===== src/rtl/product_accumulator_pkg.sv =====
// ----------------------------------------------------------------------------
// accum_pkg
//   Shared types and widths for the product accumulator slice.
//   PROD_W  : width of the multiplier product {c_out, p2, p1, p0}
//   CNT_W   : width of the per-batch product counter
//   state_t : accumulator control states
// ----------------------------------------------------------------------------
package accum_pkg;

    localparam int PROD_W = 4;
    localparam int CNT_W  = 8;

    typedef enum logic [1:0] {
        IDLE,
        ACCUM,
        DONE
    } state_t;

endpackage


===== src/rtl/product_accumulator_sat_add.sv =====
// ----------------------------------------------------------------------------
// sat_add
//   Combinational unsigned saturating adder. The PROD_W-bit operand is
//   zero-extended, the sum is formed one bit wider than the accumulator, and
//   any carry out clamps the result to the all-ones maximum.
//
// Ports
//   a    in  ACC_W   running accumulator value
//   b    in  PROD_W  unsigned product to add
//   sum  out ACC_W   a + b, clamped to 2^ACC_W-1
//   sat  out 1       the unclamped sum did not fit in ACC_W bits
// ----------------------------------------------------------------------------
module sat_add
    import accum_pkg::*;
#(
    parameter int ACC_W = 8
) (
    input  logic [ACC_W-1:0]  a,
    input  logic [PROD_W-1:0] b,
    output logic [ACC_W-1:0]  sum,
    output logic              sat
);

    logic [ACC_W:0] full_sum;

    assign full_sum = {1'b0, a} + {{(ACC_W + 1 - PROD_W){1'b0}}, b};
    assign sat      = full_sum[ACC_W];
    assign sum      = sat ? '1 : full_sum[ACC_W-1:0];

endmodule


===== src/rtl/product_accumulator.sv =====
// ----------------------------------------------------------------------------
// product_accumulator
//   Sums N_SAMPLES unsigned 4-bit multiplier products per batch and presents
//   the (possibly saturated) total downstream. Both sides use valid/ready.
//   in_ready and out_valid are decoded from the registered state only, so
//   there is no combinational path from in_valid/out_ready to them.
//
// Ports
//   clk        in   1      rising-edge clock
//   rst        in   1      synchronous active-high reset
//   in_valid   in   1      upstream product is valid
//   in_ready   out  1      product accepted this cycle (not in DONE)
//   prod       in   4      unsigned product {c_out, p2, p1, p0}
//   out_valid  out  1      acc_out holds a completed result (DONE)
//   out_ready  in   1      downstream consumes the result
//   acc_out    out  ACC_W  accumulated, saturating sum
//   overflow   out  1      the current batch saturated (sticky)
//   count      out  8      products accepted in the current batch
// ----------------------------------------------------------------------------
module product_accumulator
    import accum_pkg::*;
#(
    parameter int N_SAMPLES = 4,
    parameter int ACC_W     = 8
) (
    input  logic              clk,
    input  logic              rst,
    input  logic              in_valid,
    output logic              in_ready,
    input  logic [PROD_W-1:0] prod,
    output logic              out_valid,
    input  logic              out_ready,
    output logic [ACC_W-1:0]  acc_out,
    output logic              overflow,
    output logic [CNT_W-1:0]  count
);

    localparam logic [CNT_W-1:0] LAST_COUNT = CNT_W'(N_SAMPLES);

    state_t            state;
    logic [ACC_W-1:0]  add_a;
    logic [ACC_W-1:0]  add_sum;
    logic              add_sat;
    logic [CNT_W-1:0]  count_next;

    assign in_ready   = (state != DONE);
    assign out_valid  = (state == DONE);
    assign count_next = count + 1'b1;

    // The first product of a batch starts from zero, so IDLE feeds a zero
    // operand rather than relying on acc_out having been cleared.
    assign add_a = (state == IDLE) ? '0 : acc_out;

    sat_add #(
        .ACC_W (ACC_W)
    ) u_sat_add (
        .a   (add_a),
        .b   (prod),
        .sum (add_sum),
        .sat (add_sat)
    );

    // NOTE: all state is updated with non-blocking assignments so every
    // register samples the pre-edge values of its neighbours.
    always_ff @(posedge clk) begin
        if (rst) begin
            state    <= IDLE;
            acc_out  <= '0;
            count    <= '0;
            overflow <= 1'b0;
        end else begin
            case (state)
                IDLE: begin
                    if (in_valid) begin
                        acc_out  <= add_sum;
                        overflow <= add_sat;
                        count    <= CNT_W'(1);
                        state    <= (N_SAMPLES == 1) ? DONE : ACCUM;
                    end
                end
                ACCUM: begin
                    if (in_valid) begin
                        acc_out  <= add_sum;
                        // Sticky: once saturated, later adds keep acc at max.
                        overflow <= overflow | add_sat;
                        count    <= count_next;
                        if (count_next == LAST_COUNT) begin
                            state <= DONE;
                        end
                    end
                end
                DONE: begin
                    // in_valid is ignored here; the next batch cannot start
                    // on the consume edge.
                    if (out_ready) begin
                        state    <= IDLE;
                        acc_out  <= '0;
                        count    <= '0;
                        overflow <= 1'b0;
                    end
                end
                default: begin
                    state <= IDLE;
                end
            endcase
        end
    end

endmodule


===== config.mk =====
export PLATFORM = sky130hd
export DESIGN_NAME = product_accumulator
export DESIGN_NICKNAME = d
export VERILOG_FILES = /design/src/rtl/product_accumulator_pkg.sv /design/src/rtl/product_accumulator_sat_add.sv /design/src/rtl/product_accumulator.sv
export SDC_FILE = /design/constraint.sdc
export NUM_CORES = 1
export LEC_CHECK = 0
export ABC_AREA = 1
export CORE_ASPECT_RATIO = 0.8
export CORE_UTILIZATION = 31
export CTS_BUF_LIST = sky130_fd_sc_hd__clkbuf_8
export DETAILED_ROUTE_END_ITERATION = 10
export GPL_TIMING_DRIVEN = 0
export PLACE_DENSITY = 0.53
export RECOVER_POWER = 25
export SLEW_MARGIN = 20
export SYNTH_ARGS = -nofsm -noshare
export SYNTH_HDL_FRONTEND = slang
export SYNTH_SLANG_ARGS = --single-unit

===== constraint.sdc =====
create_clock -name clk -period 3.8 [get_ports clk]
set_input_delay 1.14 -clock clk [delete_from_list [all_inputs] [get_ports clk]]
set_output_delay 1.14 -clock clk [all_outputs]
set_load 0.03 [all_outputs]

==> results of run 1 <==
-- cells in the mapped netlist, drive strengths merged, types with 2 or more instances --
cell type | number | share of area
a21oi | 20 | 0.074
nor2 | 20 | 0.082
clkbuf | 2 | 0.0065
nand2 | 60 | 0.18
ha | 10 | 0.093
dfxtp | 19 | 0.28
buf | 2 | 0.012
nand4 | 4 | 0.019
inv | 31 | 0.087
nand3 | 18 | 0.082
nand3b | 2 | 0.011
o21ai | 6 | 0.022
-- registers in the layout, summed over array words and instances (netlist names) --
| name | flops |
|---|---|
| acc_out | 8 |
| state | 2 |
| overflow | 1 |
| count | 8 |
-- worst max-delay path, delay by kind of cell, from the launching register on --
family,cells,cell delay (ns)
adder cells (fa/ha/maj),1,0.28
flip-flops,1,0.36
buffers and inverters,3,0.87
-- layout make-up --
| class | instances | area [sq um] |
|---|---|---|
| timing repair buffer | 25 | 250 |
| clock inverter | 1 | 3.75 |
| fill | 439 | 2490 |
| multi-input combinational | 148 | 802 |
| clock buffer | 3 | 41.3 |
| buffer | 4 | 25.0 |
| inverter | 31 | 116 |
| sequential | 19 | 380 |
| tap | 57 | 71.3 |
-- per-layer routing --
| metal | share of wire | wire, um | track usage | vias to the layer above |
|---|---|---|---|---|
| li1 | - | - | - | 702 |
| met1 | 0.57 | 1700 | 0.221 | 532 |
| met2 | 0.40 | 1190 | 0.208 | 16 |
| met3 | 0.032 | 96 | 0.0415 | 2 |
| met4 | 0.0047 | 14 | 0.0238 | 0 |
| met5 | 0 | 0 | 0 | - |
-- worst max-delay path by stage --
stage | to | startpoint | depth (start not counted)
after floorplan | acc_out[0]$_SDFFE_PP0P_ | prod[0] | 8
after global placement | acc_out[1]$_SDFFE_PP0P_ | prod[0] | 9
after detailed placement | acc_out[0]$_SDFFE_PP0P_ | prod[0] | 9
after CTS | in_ready | state[0]$_SDFFE_PP0P_ | 4
after global routing | in_ready | state[0]$_SDFFE_PP0P_ | 4
final | in_ready | state[0]$_SDFFE_PP0P_ | 4
-- cell families (layout without fill, tap and decap cells) --
group,after synthesis,after routing,share of synthesized area
AOI/OAI and AO/OA,28,28,0.107
and+or+nand+nor,107,107,0.384
adders and majority gates,11,11,0.108
DFF,19,19,0.283
buffers and inverters,35,64,0.105
xor gates and xnor gates,2,2,0.0130
-- power groups by stage --
stage | combinational [uW] | sequential [uW] | clock, uW
finish | 113 | 215 | 141
global route | 128 | 217 | 151
CTS | 118 | 216 | 145
detailed placement | 117 | 220 | 0
global placement | 117 | 220 | 0
floorplan | 68.0 | 231 | 0
-- per-stage QoR --
| step | hold WS [ns] | std cells | instance area [sq um] | power (uW) | utilization |
|---|---|---|---|---|---|
| floorplan | 0.492 | 202 | 1340 | 299 | - |
| global placement | 0.473 | 284 | 1670 | 338 | 0.399 |
| detailed placement | 0.474 | 284 | 1670 | 338 | 0.399 |
| CTS | 0.485 | 288 | 1710 | 478 | 0.409 |
| global route | 0.511 | 288 | 1690 | 496 | 0.405 |
| finish | 0.478 | 288 | 1690 | 469 | 0.405 |
-- placed cells by master (no fill, tap or decap), drive strengths merged --
master         count
xnor2              1
nand4              4
a21oi             20
clkdlybuf4s50     24
and2               1
nand3b             2
ha                10
o211ai             1
dlygate4sd3        1
fa                 1
nand3             18
inv               32
clkbuf             5
xor2               1
o21ai              6
nand2             60
nor2              20
buf                2
nor3               1
or2                1
o22ai              1
dfxtp             19
==> results.tsv, run 1 <==
stage	metric	value	unit
outcome	status	finished, final reports clean	
timing	Sum Neg Setup Slack	0	ns
setup_path	slowest stage cell, crit path	clkdlybuf4s50_1	
setup_path	Reg2Reg Setup Slack	1.49	ns
clock_tree	H-tree depth	1	
timing	crit share post-route	0.764	
setup_path	Worst R2R End	acc_out[0]$_SDFFE_PP0P_	
timing	# setup viols final	0	
floorplan	core area	4180	sq um
pwr	Leakage	0.000677	uW
floorplan	I/O pins	27	
placed_design	# port buffers	25	
setup_path	most used cell, CP	inv_1	
clock_tree	CTS root buf	clkbuf_8	
timing	Period minus WS final	2.90	ns
pwr	Reg power frac	0.459	
detailed_routing	Via density	4.35	
detailed_routing	vias	1252	
pwr	Gate power share	0.241	
timing	worst-margin pin slew	0.547	ns
floorplan	row cnt	21	
clock_tree	post-CTS setup repair buffer count	0	
clock_tree	clock tree buffer depth	2	
clock_tree	Clk Latency, worst-skew pair	0.26	ns
detailed_routing	Final ANT Viol Nets	0	
clock_tree	clk sinks	19	
timing	Rel. slew slack	0.634	
placed_design	GP Congestion	0.762	
synthesis	post-synthesis sequential area ratio	0.283	
setup_path	critical path arrival	1.76	ns
setup_path	worst-path fanout max	4	
clock_tree	CTS tree	yes	
timing	FMAX	344	MHz
clock_tree	CTS Buf Count	3	
floorplan	Die Ht	60.9	um
synthesis	top_reg_cell synth	dfxtp_1	
timing	Clock Skew	0.00243	ns
synthesis	Cell variety after synth	29	
setup_path	crit-path cells	inv_1 -> ha_1 -> inv_1 -> clkdlybuf4s50_1	
synthesis	Post-Syn Instances	202	
timing	setup ws final	0.897	ns
synthesis	Mapped Nets	221	
grt	GR Overflow Total	0	
cells_and_area	nets	251	
detailed_routing	WL/cell	10.4	um
setup_path	CP endpoint kind	output pin	
floorplan	die area	4600	sq um
grt	initial antenna violation count	0	
cells_and_area	ANT cells	0	
setup_path	worst stage delay on the critical path	0.67	ns
cells_and_area	share of layout cells above drive strength 1	0.0866	
pwr	Clock power frac	0.300	
min_path	HP Class	reg -> reg	
grt	first-pass GRT wire length	5090	um
min_path	Hold Startpoint	overflow$_SDFFE_PP0P_	
detailed_routing	Post-route DRC	0	
detailed_routing	total wire length	3010	um
clock_tree	clock-pin slew on the worst setup and hold paths	0.07	ns
pwr	internal power	322	uW
timing	max-slew violations	0	
floorplan	Initial Util	0.322	
detailed_routing	First-pass DRT Iterations	4	
synthesis	Avg Inst Size Synth	6.65	sq um
synthesis	Async SR Flop Fraction	0	
detailed_routing	initial drt markers	66	
setup_path	R2R depth	12	
grt	vias in the first global route	1096	
setup_path	worst path required time	2.66	ns
pwr	sw frac	0.313	
timing	Fin. Hold Viols	0	
timing	RSZ-0062 raised after global routing	false	
grt	GRT Overall Usage	0.147	
synthesis	#FFs+latches synth	19	
pwr	power per cell area	278	nW/um^2
cells_and_area	area grow syn2layout	25.8	%
setup_path	Startpoint Class	flop	
synthesis	Post-synth EDFFs	0	
clock_tree	CTS resizes	0	
placed_design	Post-Place Setup Slack	0.766	ns
placed_design	Final HPWL DP	2360	um
synthesis	yosys warns	0	
grt	largest net degree at the start of global routing	11	
setup_path	reg2reg start	state[0]$_SDFFE_PP0P_	
run	max_cap viols	0	
floorplan	Chip Width	75.6	um
pwr	IR drop worst, VDD	0.000165	V
clock_tree	hold buffer count at cts	0	
min_path	Worst Hold Depth	2	
setup_path	crit path kind	reg -> out	
min_path	Min-Delay Endpoint	overflow$_SDFFE_PP0P_	
synthesis	Mapped Area	1340	sq um
pwr	Net Sw Power	147	uW
Power figures use the tool's default switching activity.
==> inputs of run 2 (changes only) <==
--- a/config.mk
+++ b/config.mk
@@ -11,7 +11,7 @@
 export CTS_BUF_LIST = sky130_fd_sc_hd__clkbuf_8
 export DETAILED_ROUTE_END_ITERATION = 10
 export GPL_TIMING_DRIVEN = 0
-export PLACE_DENSITY = 0.53
+export PLACE_DENSITY = 0.55
 export RECOVER_POWER = 25
 export SLEW_MARGIN = 20
 export SYNTH_ARGS = -nofsm -noshare
==> constraint.sdc (replaced) <==
create_clock -name clk -period 2.4 [get_ports clk]
set_input_delay 0.72 -clock clk [delete_from_list [all_inputs] [get_ports clk]]
set_output_delay 0.72 -clock clk [all_outputs]
set_load 0.03 [all_outputs]
==> results.tsv, run 2 (synthesized netlist as in run 1, its figures left out) <==
stage	metric	value	unit	change
detailed_routing	Post-route DRC	0		unchanged
setup_path	worst-path fanout max	4		unchanged
timing	crit share post-route	0.946		
clock_tree	Clk Latency, worst-skew pair	0.26	ns	about the same
cells_and_area	Final Cell Area	1700	sq um	was 1690 sq um
pwr	Leakage	0.000677	uW	about the same
clock_tree	CTS Buf Count	3		unchanged
setup_path	critical path arrival	2.42	ns	was 1.76 ns
cells_and_area	Post-Layout Cell Count	288		unchanged
floorplan	die area	4600	sq um	unchanged
floorplan	core area	4180	sq um	unchanged
pwr	Reg power frac	0.455		was 0.459
placed_design	Area after DPL	1670	sq um	unchanged
setup_path	CP delay by family, top	adder cells		was buffers and inverters
pwr	Clock power frac	0.301		was 0.300
cells_and_area	register area	380	sq um	unchanged
min_path	HP Class	reg -> reg		unchanged
min_path	Worst Hold Depth	2		unchanged
floorplan	I/O pins	27		unchanged
timing	tightest hold margin	0.484	ns	was 0.478 ns
clock_tree	clock-pin slew on the worst setup and hold paths	0.07	ns	about the same
pwr	Net Sw Power	236	uW	was 147 uW
detailed_routing	WL/cell	10.4	um	about the same
setup_path	reg2reg start	state[0]$_SDFFE_PP0P_		unchanged
clock_tree	CTS root buf	clkbuf_8		unchanged
setup_path	Reg2Reg Setup Slack	0.16	ns	was 1.49 ns
clock_tree	H-tree depth	1		unchanged
timing	max-slew violations	0		unchanged
timing	worst-margin pin slew	0.519	ns	was 0.547 ns
setup_path	slowest stage cell, crit path	clkdlybuf4s50_1		unchanged
setup_path	CP endpoint kind	flop		was output pin
floorplan	row cnt	21		unchanged
grt	largest net degree at the start of global routing	12		was 11
timing	# setup viols final	0		unchanged
cells_and_area	Final Util	0.407		was 0.405
pwr	power per cell area	441	nW/um^2	was 278 nW/um^2
setup_path	most used cell, CP	nand3_1		was inv_1
timing	RSZ-0062 raised after global routing	true		was false
cells_and_area	ANT cells	0		unchanged
min_path	Hold Startpoint	overflow$_SDFFE_PP0P_		unchanged
placed_design	# port buffers	25		unchanged
floorplan	Chip Width	75.6	um	unchanged
detailed_routing	initial drt markers	30		was 66
detailed_routing	Final ANT Viol Nets	0		unchanged
detailed_routing	First-pass DRT Iterations	4		unchanged
setup_path	worst path required time	2.55	ns	was 2.66 ns
placed_design	GP Congestion	0.761		was 0.762
setup_path	crit-path cells	clkdlybuf4s50_1 -> ha_1 -> fa_2 -> nand3_1 -> nand3_1 -> nand3_2 -> inv_2 -> o21ai_0 -> a21oi_1		was inv_1 -> ha_1 -> inv_1 -> clkdlybuf4s50_1
detailed_routing	vias	1265		was 1252
cells_and_area	nets	251		unchanged
timing	Fin. Hold Viols	0		unchanged
setup_path	crit path kind	in -> reg		was reg -> out
pwr	IR drop worst, VDD	0.000248	V	was 0.000165 V
clock_tree	post-CTS setup repair buffer count	0		unchanged
clock_tree	clock tree buffer depth	2		unchanged
detailed_routing	Via density	4.39		was 4.35
run	max_cap viols	0		unchanged
cells_and_area	most common cell after layout, fill and taps aside	nand2_1		unchanged
setup_path	Worst R2R End	acc_out[1]$_SDFFE_PP0P_		was acc_out[0]$_SDFFE_PP0P_
pwr	Gate power share	0.244		was 0.241
cells_and_area	area grow syn2layout	26.4	%	was 25.8%
grt	GRT Overall Usage	0.148		was 0.147
timing	Rel. slew slack	0.653		was 0.634
timing	FMAX	440	MHz	
pwr	internal power	513	uW	was 322 uW
placed_design	Final HPWL DP	2340	um	was 2360 um
min_path	Min-Delay Endpoint	overflow$_SDFFE_PP0P_		unchanged
grt	initial antenna violation count	0		unchanged
grt	GR Overflow Total	0		unchanged
floorplan	Initial Util	0.322		unchanged
cells_and_area	share of layout cells above drive strength 1	0.0996		was 0.0866
cells_and_area	most frequent cells in the layout	nand2_1, inv_1, clkdlybuf4s50_1, a21oi_1, dfxtp_1		unchanged
cells_and_area	Fill cells	454		was 439
clock_tree	clk sinks	19		unchanged
setup_path	R2R depth	12		unchanged
grt	vias in the first global route	1151		was 1096
setup_path	crit path buf inv count	2		was 3
timing	Clock Skew	0.00341	ns	was 0.00243 ns
outcome	status	finished, final reports clean		unchanged
detailed_routing	total wire length	3000	um	was 3010 um
setup_path	worst stage delay on the critical path	0.40	ns	was 0.67 ns
cells_and_area	Multi-input gate area	812	sq um	was 802 sq um
placed_design	Placed Cells	284		unchanged
pwr	sw frac	0.315		was 0.313
timing	Period minus WS final	2.27	ns	
setup_path	Startpoint Class	input pin		was flop
cells_and_area	biggest regs	acc_out (8), count (8), state (2)		unchanged
grt	first-pass GRT wire length	5180	um	was 5090 um
clock_tree	CTS tree	yes		unchanged
floorplan	Die Ht	60.9	um	unchanged
## run 2: changes by cell type in the layout (fill, tap and decap cells not counted)
cell             before  now
inv_1                31   30
nand2_1              58   57
dlygate4sd2_1         0    2
clkdlybuf4s50_1      24   22
fa_2                  0    1
clkinv_2              0    1
fa_1                  1    0
nand2_4               0    1
## run 2: worst max path at each step
stage                     slack [ns]                   from  depth (start not counted)                 endpoint
final                           0.13                prod[0]                          9  acc_out[1]$_SDFFE_PP0P_
after floorplan                 0.38  state[0]$_SDFFE_PP0P_                         12  acc_out[0]$_SDFFE_PP0P_
after CTS                       0.08                prod[0]                          9  acc_out[0]$_SDFFE_PP0P_
after detailed placement       -0.18                prod[0]                          9  acc_out[0]$_SDFFE_PP0P_
after global placement         -0.20                prod[0]                          9  acc_out[1]$_SDFFE_PP0P_
after global routing          -0.004  state[0]$_SDFFE_PP0P_                         12  acc_out[6]$_SDFFE_PP0P_
## run 2: timing repair
item                       in CTS  in global routing
gates cloned                    0                  0
resized for setup               2                  1
setup endpoints to repair       2                  6
hold buffers                    0                  0
## run 2: cell type report
cell class,instances,area share
well taps,57,0.0420
repair buffers,25,0.146
clock inverters,1,0.00295
inverters,31,0.0685
clock buffers,3,0.0243
plain buffers,4,0.0147
multi-input cells,148,0.478
flip-flops and latches,19,0.224
## run 2: worst min-delay path: cells and delay by family (launching register included)
family / cells / cell delay, ns
flops: 1 / 0.32
simple gates: 1 / 0.06
compound gates: 1 / 0.05
## run 2: metal layers
layer,GRT usage,vias to the layer above,routed length [um]
li1,-,701,-
met1,0.219,539,1710
met2,0.226,23,1190
met3,0.0299,2,83
met4,0.0238,0,19
met5,0,-,0
## run 2: power groups by stage
stage,logic [uW],registers (uW),clock network (uW)
6_report,183,341,225
5_1_grt,206,344,248
4_1_cts,188,342,235
3_5_place_dp,186,349,0
3_3_place_gp,185,349,0
2_1_floorplan,108,366,0
## run 2: per-stage QoR
stage / setup TNS, ns / setup WS [ns] / power [uW]
final: 0 / 0.129 / 750
after CTS: 0 / 0.0842 / 765
after global routing: -0.00356 / -0.00356 / 798
after floorplan: 0 / 0.383 / 474
after detailed placement: -1.15 / -0.180 / 536
after global placement: -1.20 / -0.197 / 535
==> inputs of run 3 (changes only) <==
--- a/config.mk
+++ b/config.mk
@@ -5,7 +5,6 @@
 export SDC_FILE = /design/constraint.sdc
 export NUM_CORES = 1
 export LEC_CHECK = 0
-export ABC_AREA = 1
 export CORE_ASPECT_RATIO = 0.8
 export CORE_UTILIZATION = 31
 export CTS_BUF_LIST = sky130_fd_sc_hd__clkbuf_8
@@ -13,7 +12,7 @@
 export GPL_TIMING_DRIVEN = 0
 export PLACE_DENSITY = 0.55
 export RECOVER_POWER = 25
-export SLEW_MARGIN = 20
+export SLEW_MARGIN = 10
 export SYNTH_ARGS = -nofsm -noshare
 export SYNTH_HDL_FRONTEND = slang
 export SYNTH_SLANG_ARGS = --single-unit
==> results.tsv, run 3 <==
stage	metric	value	unit	change
synthesis	yosys warns	0		unchanged
synthesis	top cells by area, synth	dfxtp_1, ha_1, a21oi_1		was dfxtp_1, nand2_1, ha_1
timing	max-slew violations	0		unchanged
setup_path	Startpoint Class	flop		was input pin
floorplan	Die Ht	59.8	um	was 60.9 um
grt	initial antenna violation count	0		unchanged
setup_path	worst path required time	2.54	ns	was 2.55 ns
clock_tree	CTS tree	yes		unchanged
grt	largest net degree at the start of global routing	11		was 12
synthesis	#FFs+latches synth	19		unchanged
detailed_routing	vias	1320		was 1265
setup_path	WP depth	11		was 9
grt	GRT Overall Usage	0.173		was 0.148
setup_path	worst-path fanout max	7		was 4
cells_and_area	most common cell after layout, fill and taps aside	clkdlybuf4s50_1		was nand2_1
synthesis	Avg Inst Size Synth	8.09	sq um	was 6.65 sq um
clock_tree	CTS Buf Count	3		unchanged
grt	most used routing layer	met2		unchanged
timing	Rel. slew slack	0.532		was 0.653
detailed_routing	First-pass DRT Iterations	4		unchanged
setup_path	worst stage delay on the critical path	0.40	ns	about the same
min_path	Worst Hold Depth	2		unchanged
placed_design	# port buffers	26		was 25
min_path	HP Class	reg -> reg		unchanged
placed_design	Final HPWL DP	2440	um	was 2340 um
setup_path	crit path buf inv count	2		unchanged
synthesis	area fraction of the dominant cell type after synthesis	0.294		was 0.283
setup_path	crit-path cells	inv_2 -> ha_4 -> nor2b_4 -> ha_4 -> fa_2 -> a21o_1 -> a21oi_4 -> buf_4 -> nand2_1 -> a32oi_1 -> nor2_1		was clkdlybuf4s50_1 -> ha_1 -> fa_2 -> nand3_1 -> nand3_1 -> nand3_2 -> inv_2 -> o21ai_0 -> a21oi_1
grt	met3 usage	0.0405		was 0.0299
floorplan	I/O pins	27		unchanged
placed_design	GP Congestion	0.779		was 0.761
setup_path	R2R depth	11		was 12
cells_and_area	most frequent cells in the layout	clkdlybuf4s50_1, nand2_1, dfxtp_1, a21oi_1, nand3_1		was nand2_1, inv_1, clkdlybuf4s50_1, a21oi_1, dfxtp_1
detailed_routing	Post-route DRC	0		unchanged
synthesis	Mapped Area	1290	sq um	was 1340 sq um
timing	crit share post-route	0.948		was 0.946
detailed_routing	initial drt markers	54		was 30
timing	Clock Skew	0.00695	ns	was 0.00341 ns
clock_tree	H-tree depth	1		unchanged
synthesis	Mapped Nets	179		was 221
grt	first-pass GRT wire length	5780	um	was 5180 um
timing	worst-margin pin slew	0.699	ns	was 0.519 ns
synthesis	top_reg_cell synth	dfxtp_1		unchanged
floorplan	core area	3900	sq um	was 4180 sq um
pwr	total power	925	uW	was 750 uW
cells_and_area	Fill cells	396		was 454
setup_path	beginning of the critical path	state[1]$_SDFFE_PP0P_		was prod[0]
grt	GR Overflow Total	0		unchanged
cells_and_area	share of layout cells above drive strength 1	0.165		was 0.0996
timing	FMAX	439	MHz	was 440 MHz
setup_path	most used cell, CP	ha_4		was nand3_1
timing	Sum Neg Setup Slack	0	ns	unchanged
floorplan	Initial Util	0.332		was 0.322
floorplan	Chip Width	74.3	um	was 75.6 um
cells_and_area	nets	214		was 251
run	max_cap viols	0		unchanged
cells_and_area	ANT cells	0		unchanged
timing	Fin. Hold Viols	0		unchanged
pwr	power per cell area	514	nW/um^2	was 441 nW/um^2
clock_tree	CTS root buf	clkbuf_8		unchanged
clock_tree	clk sinks	19		unchanged
synthesis	Post-synth EDFFs	0		unchanged
synthesis	Yosys top cell by area	dfxtp_1		unchanged
clock_tree	clock-pin slew on the worst setup and hold paths	0.08	ns	was 0.07 ns
setup_path	reg2reg start	state[1]$_SDFFE_PP0P_		was state[0]$_SDFFE_PP0P_
clock_tree	Clk Latency, worst-skew pair	0.26	ns	about the same
min_path	Hold Startpoint	acc_out[3]$_SDFFE_PP0P_		was overflow$_SDFFE_PP0P_
grt	met1 global-route usage	0.244		was 0.219
timing	# setup viols final	0		unchanged
timing	Period minus WS final	2.28	ns	was 2.27 ns
detailed_routing	WL/cell	14.0	um	was 10.4 um
synthesis	post-synthesis sequential area ratio	0.294		was 0.283
setup_path	CP delay by family, top	adder cells		unchanged
floorplan	die area	4440	sq um	was 4600 sq um
cells_and_area	biggest regs	acc_out (8), count (8), state (2)		unchanged
synthesis	Cell variety after synth	43		was 29
floorplan	row cnt	20		was 21
synthesis	Async SR Flop Fraction	0		unchanged
detailed_routing	Via density	5.30		was 4.39
setup_path	slowest stage cell, crit path	fa_2		was clkdlybuf4s50_1
setup_path	CP endpoint kind	flop		unchanged
clock_tree	clock tree buffer depth	2		unchanged
grt	vias in the first global route	1223		was 1151
synthesis	commonest cells in the netlist	dfxtp_1, nand2_1, a21oi_1, ha_1, o21ai_0		was nand2_1, inv_1, a21oi_1, dfxtp_1, nand3_1
synthesis	Post-Syn Instances	160		was 202
detailed_routing	Final ANT Viol Nets	0		unchanged
pwr	Leakage	0.000712	uW	was 0.000677 uW
cells_and_area	area grow syn2layout	39.0	%	was 26.4%
setup_path	critical path arrival	2.42	ns	about the same
outcome	status	finished, final reports clean		unchanged
setup_path	crit path kind	reg -> reg		was in -> reg
detailed_routing	total wire length	3480	um	was 3000 um
grt	GRT met2 Usage	0.261		was 0.226
pwr	IR drop worst, VDD	0.000338	V	was 0.000248 V
run 3: cell families after synthesis:
kind of cell	Yosys count	synth area share
simple gates	65	0.275
compound gates	47	0.240
flops	19	0.294
buf+inv	13	0.0444
fa+ha+maj	11	0.112
xor+xnor	4	0.0271
mux	1	0.00773
run 3: worst min-delay path, cell delays in order, from the launching register on:
cell and delay, ns:
dfxtp_1 0.33, nand2_1 0.06, a21oi_1 0.05
run 3: cell type report:
| class | count | area [sq um] | share of cell area |
|---|---|---|---|
| Multi-Input combinational cell | 128 | 943 | 0.524 |
| Sequential cell | 19 | 383 | 0.213 |
| Timing Repair Buffer | 31 | 307 | 0.170 |
| Tap cell | 55 | 68.8 | 0.0382 |
| Clock buffer | 3 | 41.3 | 0.0229 |
| Buffer | 5 | 27.5 | 0.0153 |
| Inverter | 7 | 26.3 | 0.0146 |
| Clock inverter | 1 | 3.75 | 0.00208 |
run 3: power by group:
part           total (uW)  switching (uW)  internal (uW)
Sequential            359            22.2            336
Combinational         340             197            143
Clock                 227             113            114
run 3: final timing paths:
kind	endpoint	slack (ns)
hold / removal	acc_out[3]$_SDFFE_PP0P_	0.48
setup reg to reg	acc_out[4]$_SDFFE_PP0P_	0.12
hold reg to reg	acc_out[3]$_SDFFE_PP0P_	0.48
setup / recovery	acc_out[4]$_SDFFE_PP0P_	0.12
run 3: repair_timing:
action / CTS / global route
setup endpoints to repair: 10 / 10
pin swaps: 5 / 10
hold buffers: 0 / 0
buffers inserted: 2 / 3
gates resized for setup: 11 / 16
run 3: metrics by stage:
step / util / area [sq um] / std cells / setup WS, ns / hold WS, ns
2_1_floorplan: - / 1290 / 160 / 0.0619 / 0.514
3_3_place_gp: 0.416 / 1620 / 241 / -0.674 / 0.460
3_5_place_dp: 0.416 / 1620 / 241 / -0.705 / 0.465
4_1_cts: 0.440 / 1720 / 247 / -0.00293 / 0.475
5_1_grt: 0.461 / 1800 / 249 / -0.00115 / 0.505
6_report: 0.461 / 1800 / 249 / 0.124 / 0.476
run 3: per-layer routing:
layer  vias up  routed length (um)
met5         -                   0
met4         0                  22
met3         4                 164
met2        38                1520
met1       623                1780
li1        655                   -
